==> src/rtl/uart_pkg.sv <==
// -----------------------------------------------------------------------------
// uart_pkg
// Shared UART definitions used by the receive path and the transmit path.
//   rx_state_t         : receiver FSM state encoding
//   DEFAULT_OVERSAMPLE : tick_i pulses per bit period
//   DEFAULT_DATA_BITS  : data bits per frame
//   MAX_DATA_BITS      : widest data word the parity helper accepts
//   calc_parity()      : parity bit a transmitter sends for a data word
// -----------------------------------------------------------------------------
package uart_pkg;

    localparam int DEFAULT_OVERSAMPLE = 16;
    localparam int DEFAULT_DATA_BITS  = 8;
    localparam int MAX_DATA_BITS      = 9;

    typedef enum logic [2:0] {
        IDLE,
        START,
        DATA,
        PARITY,
        STOP,
        WAIT_IDLE
    } rx_state_t;

    // Narrower words are zero-extended by the caller.
    // Unused upper bits are zero, so they do not change the XOR.
    // The receiver flags an error when this result differs from the received bit.
    function automatic logic calc_parity(input logic [MAX_DATA_BITS-1:0] data,
                                         input logic                     odd);
        return (^data) ^ odd;
    endfunction

endpackage

==> src/rtl/uart_sync2.sv <==
// -----------------------------------------------------------------------------
// uart_sync2
// Generic two-flop synchroniser for a single asynchronous input.
//   clk_i : destination clock
//   rst_i : synchronous active-high reset; both flops load RESET_VAL
//   d     : asynchronous input
//   q     : synchronised output, two clk_i cycles of latency
// -----------------------------------------------------------------------------
module uart_sync2 #(
    parameter logic RESET_VAL = 1'b0
) (
    input  logic clk_i,
    input  logic rst_i,
    input  logic d,
    output logic q
);

    logic meta;

    // The reset value matches the idle level of the line.
    // This keeps reset release from looking like an edge downstream.
    always_ff @(posedge clk_i) begin
        if (rst_i) begin
            meta <= RESET_VAL;
            q    <= RESET_VAL;
        end else begin
            meta <= d;
            q    <= meta;
        end
    end

endmodule

==> src/rtl/uart_rx_parity.sv <==
// -----------------------------------------------------------------------------
// uart_rx_parity
// UART receiver driven by an external oversampling tick.
// Data is received LSB first.
// Parity (even or odd) is optional and checked when enabled.
// A stop-bit check reports framing errors.
//   clk_i        : system clock
//   rst_i        : synchronous active-high reset
//   tick_i       : oversampling strobe, OVERSAMPLE pulses per bit
//   rx_i         : asynchronous serial line, idle high
//   parity_en_i  : a parity bit follows the data
//   parity_odd_i : 1 = odd parity, 0 = even parity
//   data_o       : last received data word
//   valid_o      : one-cycle strobe; data_o and the error flags were updated
//   parity_err_o : parity mismatch for the frame flagged by valid_o
//   frame_err_o  : stop bit sampled low for the frame flagged by valid_o
//   busy_o       : receiver is not idle
// -----------------------------------------------------------------------------
module uart_rx_parity
    import uart_pkg::*;
#(
    parameter int DATA_BITS  = DEFAULT_DATA_BITS,
    parameter int OVERSAMPLE = DEFAULT_OVERSAMPLE
) (
    input  logic                 clk_i,
    input  logic                 rst_i,
    input  logic                 tick_i,
    input  logic                 rx_i,
    input  logic                 parity_en_i,
    input  logic                 parity_odd_i,
    output logic [DATA_BITS-1:0] data_o,
    output logic                 valid_o,
    output logic                 parity_err_o,
    output logic                 frame_err_o,
    output logic                 busy_o
);

    localparam int TW = $clog2(OVERSAMPLE);
    localparam int BW = $clog2(DATA_BITS + 1);

    localparam logic [TW-1:0] TICK_MID  = TW'(OVERSAMPLE / 2 - 1);
    localparam logic [TW-1:0] TICK_LAST = TW'(OVERSAMPLE - 1);
    localparam logic [BW-1:0] BIT_LAST  = BW'(DATA_BITS - 1);

    logic                 rx_s;
    rx_state_t            state_q, state_d;
    logic [TW-1:0]        tick_cnt_q, tick_cnt_d;
    logic [BW-1:0]        bit_cnt_q, bit_cnt_d;
    logic [DATA_BITS-1:0] shift_q, shift_d;
    logic                 par_en_q, par_en_d;
    logic                 par_odd_q, par_odd_d;
    logic                 perr_q, perr_d;
    logic                 frame_done;

    uart_sync2 #(
        .RESET_VAL (1'b1)
    ) u_rx_sync (
        .clk_i (clk_i),
        .rst_i (rst_i),
        .d     (rx_i),
        .q     (rx_s)
    );

    // State and datapath registers. The parity config is latched once per
    // frame, so changes to the input pins mid-frame have no effect.
    always_ff @(posedge clk_i) begin
        if (rst_i) begin
            state_q    <= IDLE;
            tick_cnt_q <= '0;
            bit_cnt_q  <= '0;
            shift_q    <= '0;
            par_en_q   <= 1'b0;
            par_odd_q  <= 1'b0;
            perr_q     <= 1'b0;
        end else begin
            state_q    <= state_d;
            tick_cnt_q <= tick_cnt_d;
            bit_cnt_q  <= bit_cnt_d;
            shift_q    <= shift_d;
            par_en_q   <= par_en_d;
            par_odd_q  <= par_odd_d;
            perr_q     <= perr_d;
        end
    end

    // Next-state logic. Counters only move on tick_i.
    // The wrap from TICK_LAST back to zero is written out explicitly
    // rather than relying on counter overflow.
    always_comb begin
        state_d    = state_q;
        tick_cnt_d = tick_cnt_q;
        bit_cnt_d  = bit_cnt_q;
        shift_d    = shift_q;
        par_en_d   = par_en_q;
        par_odd_d  = par_odd_q;
        perr_d     = perr_q;
        frame_done = 1'b0;

        unique case (state_q)
            IDLE: begin
                if (tick_i && !rx_s) begin
                    state_d    = START;
                    tick_cnt_d = '0;
                    par_en_d   = parity_en_i;
                    par_odd_d  = parity_odd_i;
                    perr_d     = 1'b0;
                end
            end

            START: begin
                if (tick_i) begin
                    if (tick_cnt_q == TICK_MID) begin
                        tick_cnt_d = '0;
                        bit_cnt_d  = '0;
                        // A start bit that is high again at mid-bit was a glitch.
                        state_d    = rx_s ? IDLE : DATA;
                    end else begin
                        tick_cnt_d = tick_cnt_q + 1'b1;
                    end
                end
            end

            DATA: begin
                if (tick_i) begin
                    if (tick_cnt_q == TICK_LAST) begin
                        shift_d    = {rx_s, shift_q[DATA_BITS-1:1]};
                        tick_cnt_d = '0;
                        bit_cnt_d  = bit_cnt_q + 1'b1;
                        if (bit_cnt_q == BIT_LAST) begin
                            state_d = par_en_q ? PARITY : STOP;
                        end
                    end else begin
                        tick_cnt_d = tick_cnt_q + 1'b1;
                    end
                end
            end

            PARITY: begin
                if (tick_i) begin
                    if (tick_cnt_q == TICK_LAST) begin
                        perr_d     = calc_parity(MAX_DATA_BITS'(shift_q), par_odd_q) ^ rx_s;
                        tick_cnt_d = '0;
                        state_d    = STOP;
                    end else begin
                        tick_cnt_d = tick_cnt_q + 1'b1;
                    end
                end
            end

            STOP: begin
                if (tick_i) begin
                    if (tick_cnt_q == TICK_LAST) begin
                        frame_done = 1'b1;
                        tick_cnt_d = '0;
                        // A low stop bit means break or a stuck line.
                        // Wait for the line to return high before arming again.
                        state_d    = rx_s ? IDLE : WAIT_IDLE;
                    end else begin
                        tick_cnt_d = tick_cnt_q + 1'b1;
                    end
                end
            end

            WAIT_IDLE: begin
                if (rx_s) begin
                    state_d = IDLE;
                end
            end

            default: begin
                state_d = IDLE;
            end
        endcase
    end

    // Output register. It updates on the edge that samples the stop bit,
    // so valid_o appears one cycle after the stop-sampling tick.
    // data_o and the flags hold their values until the next frame.
    always_ff @(posedge clk_i) begin
        if (rst_i) begin
            valid_o      <= 1'b0;
            data_o       <= '0;
            parity_err_o <= 1'b0;
            frame_err_o  <= 1'b0;
        end else begin
            valid_o <= frame_done;
            if (frame_done) begin
                data_o       <= shift_q;
                parity_err_o <= perr_q;
                frame_err_o  <= ~rx_s;
            end
        end
    end

    assign busy_o = (state_q != IDLE);

endmodule

==> config.mk <==
export PLATFORM = sky130hd
export DESIGN_NAME = uart_rx_parity
export DESIGN_NICKNAME = d
export VERILOG_FILES = /design/src/rtl/uart_pkg.sv /design/src/rtl/uart_sync2.sv /design/src/rtl/uart_rx_parity.sv
export SDC_FILE = /design/constraint.sdc
export NUM_CORES = 1
export LEC_CHECK = 0
export CORE_MARGIN = 4
export CORE_UTILIZATION = 51
export CTS_CLUSTER_DIAMETER = 120
export CTS_CLUSTER_SIZE = 24
export DETAILED_ROUTE_END_ITERATION = 16
export PLACE_DENSITY = 0.78
export SYNTH_ARGS = -nofsm -noshare
export SYNTH_HDL_FRONTEND = slang
export SYNTH_SLANG_ARGS = --single-unit
==> constraint.sdc <==
create_clock -name clk_i -period 5.75 [get_ports clk_i]
set_input_delay 0.575 -clock clk_i [delete_from_list [all_inputs] [get_ports clk_i]]
set_output_delay 0.575 -clock clk_i [all_outputs]
set_load 0.01 [all_outputs]
==> flow_summary.ini, run 1 <==
[layout]
drive_above_1_share = 0.06699
finalNetCount = 216
num-fill-cells = 267
antenna_cells = 0
final_cell_mix = dfxtp_1 (35), nand2_1 (22), nor2_1 (17), a21oi_1 (17), clkdlybuf4s50_1 (17)
synthToLayoutAreaGrowth_pct = 13.56
final_common_cell = dfxtp_1

[worst_setup_path]
worst_ep_required_time_ns = 5.18
slowest_stage = dfxtp_1
worstPathArrival_ns = 1.95
cp-start-kind = register
path_max_fanout = 21
crit_type = reg -> out
cp-end-kind = primary output
slowest_delay_ns = 0.73
crit_chain = nor3_1 -> inv_1 -> clkdlybuf4s50_1

[global_route]
grt_start_max_net_pins = 39
gr-usage-all-layers = 0.1716
grt_pass1_vias = 1293
globalRouteOverflowTotal = 0
antenna_found_initial = 0
grt_pass1_wl_um = 5602

[routing]
avgViaCountPerCell = 5.565
num_vias = 1408
drtIter0Drc = 75
ant_nets = 0
wire_per_inst_um = 13.11
drt-pass1-iter-count = 4
routed_wl_um = 3317
drc = 0

[synth]
syn_nets = 205
synth_area_per_cell_sq_um = 8.619
yosys.area.top_type_share = 0.4127
async_reset_ff_frac = 0
synth_edf_count = 0
synth_area_sq_um = 1698
ys_seq_area_frac = 0.4127
netlist_top_cells_area = dfxtp_1 (41%), mux2i_1 (7.7%), a21oi_1 (5.0%)
synth-seq-cells = 35
synth_flop_cell = dfxtp_1
yosysWarnings = 0
yosys.cell_types.count = 46
synth_cells = 197
synth_top_area_cell = dfxtp_1

[die]
start_util = 0.5428
rows = 20
coreArea_sq_um = 3128
die_h_um = 65.70
die-area_sq_um = 4316
num_io_pins = 18
die_w_um = 65.70

[min_path]
hp-class = reg -> reg

[clocking]
cts-resized-gates = 0
cts-buffers-inserted = 5
clk_path_buf_depth = 2
cts_setup_buffers = 0
cts_hold_buffers = 0
root_buffer = clkbuf_4
clk_pin_slew_worst_paths_ns = 0.11
cts.sinks = 35
ctsHtreeMaxLevel = 2
insertion_delay_ns = 0.35
cts_tree = yes

[timing]
setup_viol = 0
tightest_slew_ns = 0.6098
fin_crit_ns = 2.520
slew_headroom = 0.5929
final.setup.tns_ns = 0
hold_viol_final = 0
fin_skew_ns = 0.007779
max_freq_mhz = 396.8
rsz0062_at_grt = no
fin_crit_sh = 0.4383
final_max_slew_viol_count = 0
fin_hold_ws_ns = 0.4272

[power_and_ir_drop]
p_per_area_nw_per_um2 = 207.8
power_frac_seq = 0.617
p_switching_uw = 100.3
vdd_drop_max_v = 0.0001308
p_leak_nw = 0.7561
netSwitchingFraction = 0.2503
power.share.clock = 0.333
p_comb_frac = 0.050
intPower_uw = 300.4

[placed_design]
dp_hpwl_um = 2277
io_buffers = 17
place.gp.congestion = 0.8146

[status]
status = completed

[run]
drv_cap = 0
[power groups by stage]
| stage | clock [mW] | sequential, mW | combinational (mW) |
|---|---|---|---|
| CTS | 0.138 | 0.247 | 0.0199 |
| finish | 0.133 | 0.247 | 0.0199 |
| global route | 0.149 | 0.248 | 0.0219 |
| detailed placement | 0 | 0.253 | 0.0197 |
| global placement | 0 | 0.253 | 0.0194 |
| floorplan | 0 | 0.250 | 0.0154 |
[layout make-up]
type | count | area (sq um) | area share
clock inverters | 3 | 20.02 | 0.01038
clock buffers | 5 | 37.54 | 0.01947
inverters | 4 | 15.01 | 0.007787
flip-flops and latches | 35 | 700.7 | 0.3634
multi-input cells | 144 | 922.1 | 0.4783
well taps | 44 | 55.05 | 0.02855
repair buffers | 18 | 177.7 | 0.09215
[worst max-delay path, delay by kind of cell (launching register included)]
family	cells	cell delay [ns]
AND/OR/NAND/NOR	1	0.16
buffers and inverters	2	0.70
flip-flops	1	0.73
[Yosys cell counts (all sizes together) (2+ instances only)]
cell type,count
a21oi,17
clkbuf,8
nand2b,4
o211ai,2
o22ai,2
buf,6
nor3b,3
nor3,5
nor2,17
xor2,3
nand4,4
nor2b,3
mux2i,13
or2,4
nand3,2
and2,2
dfxtp,35
and3,3
a31oi,3
or3,3
and3b,2
ha,2
o21ai,5
xnor2,6
nand2,22
inv,3
[state kept, by name, summed over array words and instances (netlist names)]
| register | flops |
|---|---|
| bit_cnt_q | 4 |
| data_o | 8 |
| frame_err_o | 1 |
| par_en_q | 1 |
| par_odd_q | 1 |
| parity_err_o | 1 |
| perr_q | 1 |
| shift_q | 8 |
| state_q | 3 |
| tick_cnt_q | 4 |
| u_rx_sync.meta | 1 |
| u_rx_sync.q | 1 |
| valid_o | 1 |
[per-layer routing]
| metal | up-vias | wire (um) | track usage |
|---|---|---|---|
| met3 | 6 | 156 | 0.05641 |
| met2 | 30 | 1566 | 0.2778 |
| li1 | 714 | - | - |
| met1 | 658 | 1533 | 0.2013 |
| met4 | 0 | 61 | 0.08549 |
| met5 | - | 0 | 0 |
[cell families after synthesis]
family                   after synthesis  share of synthesized area
adder cells (fa/ha/maj)                2                    0.01474
multiplexers                          14                    0.08327
buffers and inverters                 18                    0.04421
AND/OR/NAND/NOR                       82                     0.2572
AO/OA/AOI/OAI                         36                     0.1282
flip-flops                            35                     0.4127
XOR/XNOR                              10                    0.05969
[per-stage QoR]
stage | utilization | setup slack [ns] | power, mW | std cells | instance area (sq um)
global route | 0.6164 | 3.103 | 0.4191 | 253 | 1928
global placement | 0.5980 | 3.087 | 0.2720 | 245 | 1871
finish | 0.6164 | 3.230 | 0.4006 | 253 | 1928
detailed placement | 0.5980 | 2.967 | 0.2723 | 245 | 1871
CTS | 0.6164 | 3.235 | 0.4051 | 253 | 1928
floorplan | - | 3.793 | 0.2657 | 197 | 1698
[worst paths after layout]
kind                       start  slack (ns)           to  cells past startpoint
setup / recovery      state_q[0]        3.23       busy_o                      3
setup reg to reg   tick_cnt_q[0]        3.60  frame_err_o                      5
hold / removal    u_rx_sync.meta        0.43  u_rx_sync.q                      1
hold reg to reg   u_rx_sync.meta        0.43  u_rx_sync.q                      1
Note: power is estimated with default switching activity, not from simulation.
==> run 2: changes to the inputs <==
--- a/config.mk
+++ b/config.mk
@@ -6,11 +6,11 @@
 export NUM_CORES = 1
 export LEC_CHECK = 0
 export CORE_MARGIN = 4
-export CORE_UTILIZATION = 51
+export CORE_UTILIZATION = 50
 export CTS_CLUSTER_DIAMETER = 120
 export CTS_CLUSTER_SIZE = 24
 export DETAILED_ROUTE_END_ITERATION = 16
-export PLACE_DENSITY = 0.78
+export PLACE_DENSITY = 0.8
 export SYNTH_ARGS = -nofsm -noshare
 export SYNTH_HDL_FRONTEND = slang
 export SYNTH_SLANG_ARGS = --single-unit
==> constraint.sdc (replaced) <==
create_clock -name clk_i -period 2.3 [get_ports clk_i]
set_input_delay 0.23 -clock clk_i [delete_from_list [all_inputs] [get_ports clk_i]]
set_output_delay 0.23 -clock clk_i [all_outputs]
set_load 0.01 [all_outputs]
==> run 2 against run 1 <==
Net effect:
- final cell count rose by 2.8%
- critical path depth did not move
- total power rose to 2.6 times the previous value
- via count rose by 4.8%
- non-clock buffer count rose by 7
- sequential share of layout area fell by 1.2 points
- critical path type unchanged
- largest cell class unchanged
==> flow_summary.ini, run 2 (synthesis results as in run 1) <==
[timing]
final_max_slew_viol_count = 0
hold_viol_final = 0
tightest_slew_ns = 0.5844
final.setup.tns_ns = 0
slew_headroom = 0.6098
setup_viol = 0
rsz0062_at_grt = no
fin_skew_ns = 0.009119
fin_crit_ns = 2.170
fin_hold_ws_ns = 0.4393
max_freq_mhz = 460.8
fin_crit_sh = 0.9435

[power_and_ir_drop]
p_per_area_nw_per_um2 = 527.4
vdd_drop_max_v = 0.0002898
p_total_mw = 1.053
p_leak_nw = 0.7998

[clocking]
clk_pin_slew_worst_paths_ns = 0.10
cts_tree = yes
root_buffer = clkbuf_4
ctsHtreeMaxLevel = 2
insertion_delay_ns = 0.33
cts_hold_buffers = 0
cts-resized-gates = 0
cts.sinks = 35
clk_path_buf_depth = 2
cts_setup_buffers = 0
cts-buffers-inserted = 5

[layout]
synthToLayoutAreaGrowth_pct = 17.61
area.sequential_sq_um = 701.9
finalNetCount = 223
top_regs = data_o (8), shift_q (8)
fin_area_sq_um = 1997
multiInputGateArea_sq_um = 922.1
antenna_cells = 0
final_common_cell = dfxtp_1
final_cell_mix = dfxtp_1 (34), nand2_1 (22), nor2_1 (17), a21oi_1 (17), clkdlybuf4s50_1 (17)
num-fill-cells = 288
drive_above_1_share = 0.1019

[die]
start_util = 0.5385
die_h_um = 66.28
rows = 20
die_w_um = 66.28
die-area_sq_um = 4392
coreArea_sq_um = 3153
num_io_pins = 18

[min_path]
hp-class = reg -> reg

[placed_design]
dp_hpwl_um = 2622
place.gp.congestion = 0.8813
placedInstanceArea_sq_um = 1923
io_buffers = 17

[worst_setup_path]
worst_ep_required_time_ns = 2.07
slowest_delay_ns = 0.71
cp-end-kind = primary output
crit_type = reg -> out
path_max_fanout = 20
worstPathArrival_ns = 1.94
cp-start-kind = register
cpLargestDelayFamily = buffers and inverters
crit_chain = nor3_1 -> inv_1 -> clkdlybuf4s50_1
crit_buf_inv = 2
slowest_stage = dfxtp_1

[global_route]
grt_start_max_net_pins = 22
antenna_found_initial = 0
grt_pass1_wl_um = 6299
globalRouteOverflowTotal = 0
grt_pass1_vias = 1498
gr-usage-all-layers = 0.1831

[run]
drv_cap = 0

[status]
status = completed

[routing]
drc = 0
routed_wl_um = 3525
ant_nets = 0
wire_per_inst_um = 13.56
num_vias = 1476
drt-pass1-iter-count = 4
avgViaCountPerCell = 5.677
drtIter0Drc = 57
## run 2: power by group
group / total, mW / switching, mW / internal [mW]
registers: 0.619 / 0.00833 / 0.610
clock network: 0.382 / 0.203 / 0.179
logic: 0.0530 / 0.0261 / 0.0269
total: 1.05 / 0.237 / 0.816
## run 2: layer usage
layer  vias up  wire [um]  track usage
met5         -          0            0
met4         0         89      0.08883
met3        11        167      0.04422
met2        43       1687       0.3147
met1       696       1579       0.2100
li1        726          -            -
## run 2: final cells by class
class	instances	share of cell area
clock buffer	7	0.03258
clock inverter	1	0.003759
inverter	4	0.007519
multi-input combinational	144	0.4618
sequential	35	0.3515
tap	44	0.02757
timing repair buffer	25	0.1153
## run 2: final timing paths
check                               startpoint           to  slack, ns  cells past startpoint
worst max register to register   tick_cnt_q[0]   state_q[1]       0.36                      5
worst min-delay path            u_rx_sync.meta  u_rx_sync.q       0.44                      1
worst max-delay path                state_q[1]       busy_o       0.13                      3
worst min register to register  u_rx_sync.meta  u_rx_sync.q       0.44                      1
## run 2: worst register-to-register path, stage by stage (launching register included)
cell      delay (ns)
dfxtp_1         0.39
ha_1            0.32
and3_1          0.23
o22ai_1         0.08
a222oi_1        0.45
mux2_2          0.38
## run 2: through the flow
step                setup slack [ns]  utilization  cells
floorplan                     0.4170            -    197
finish                        0.1299       0.6333    260
global placement              0.3018       0.6099    252
global route                 0.02018       0.6333    260
detailed placement            0.2422       0.6099    252
CTS                           0.1117       0.6329    260
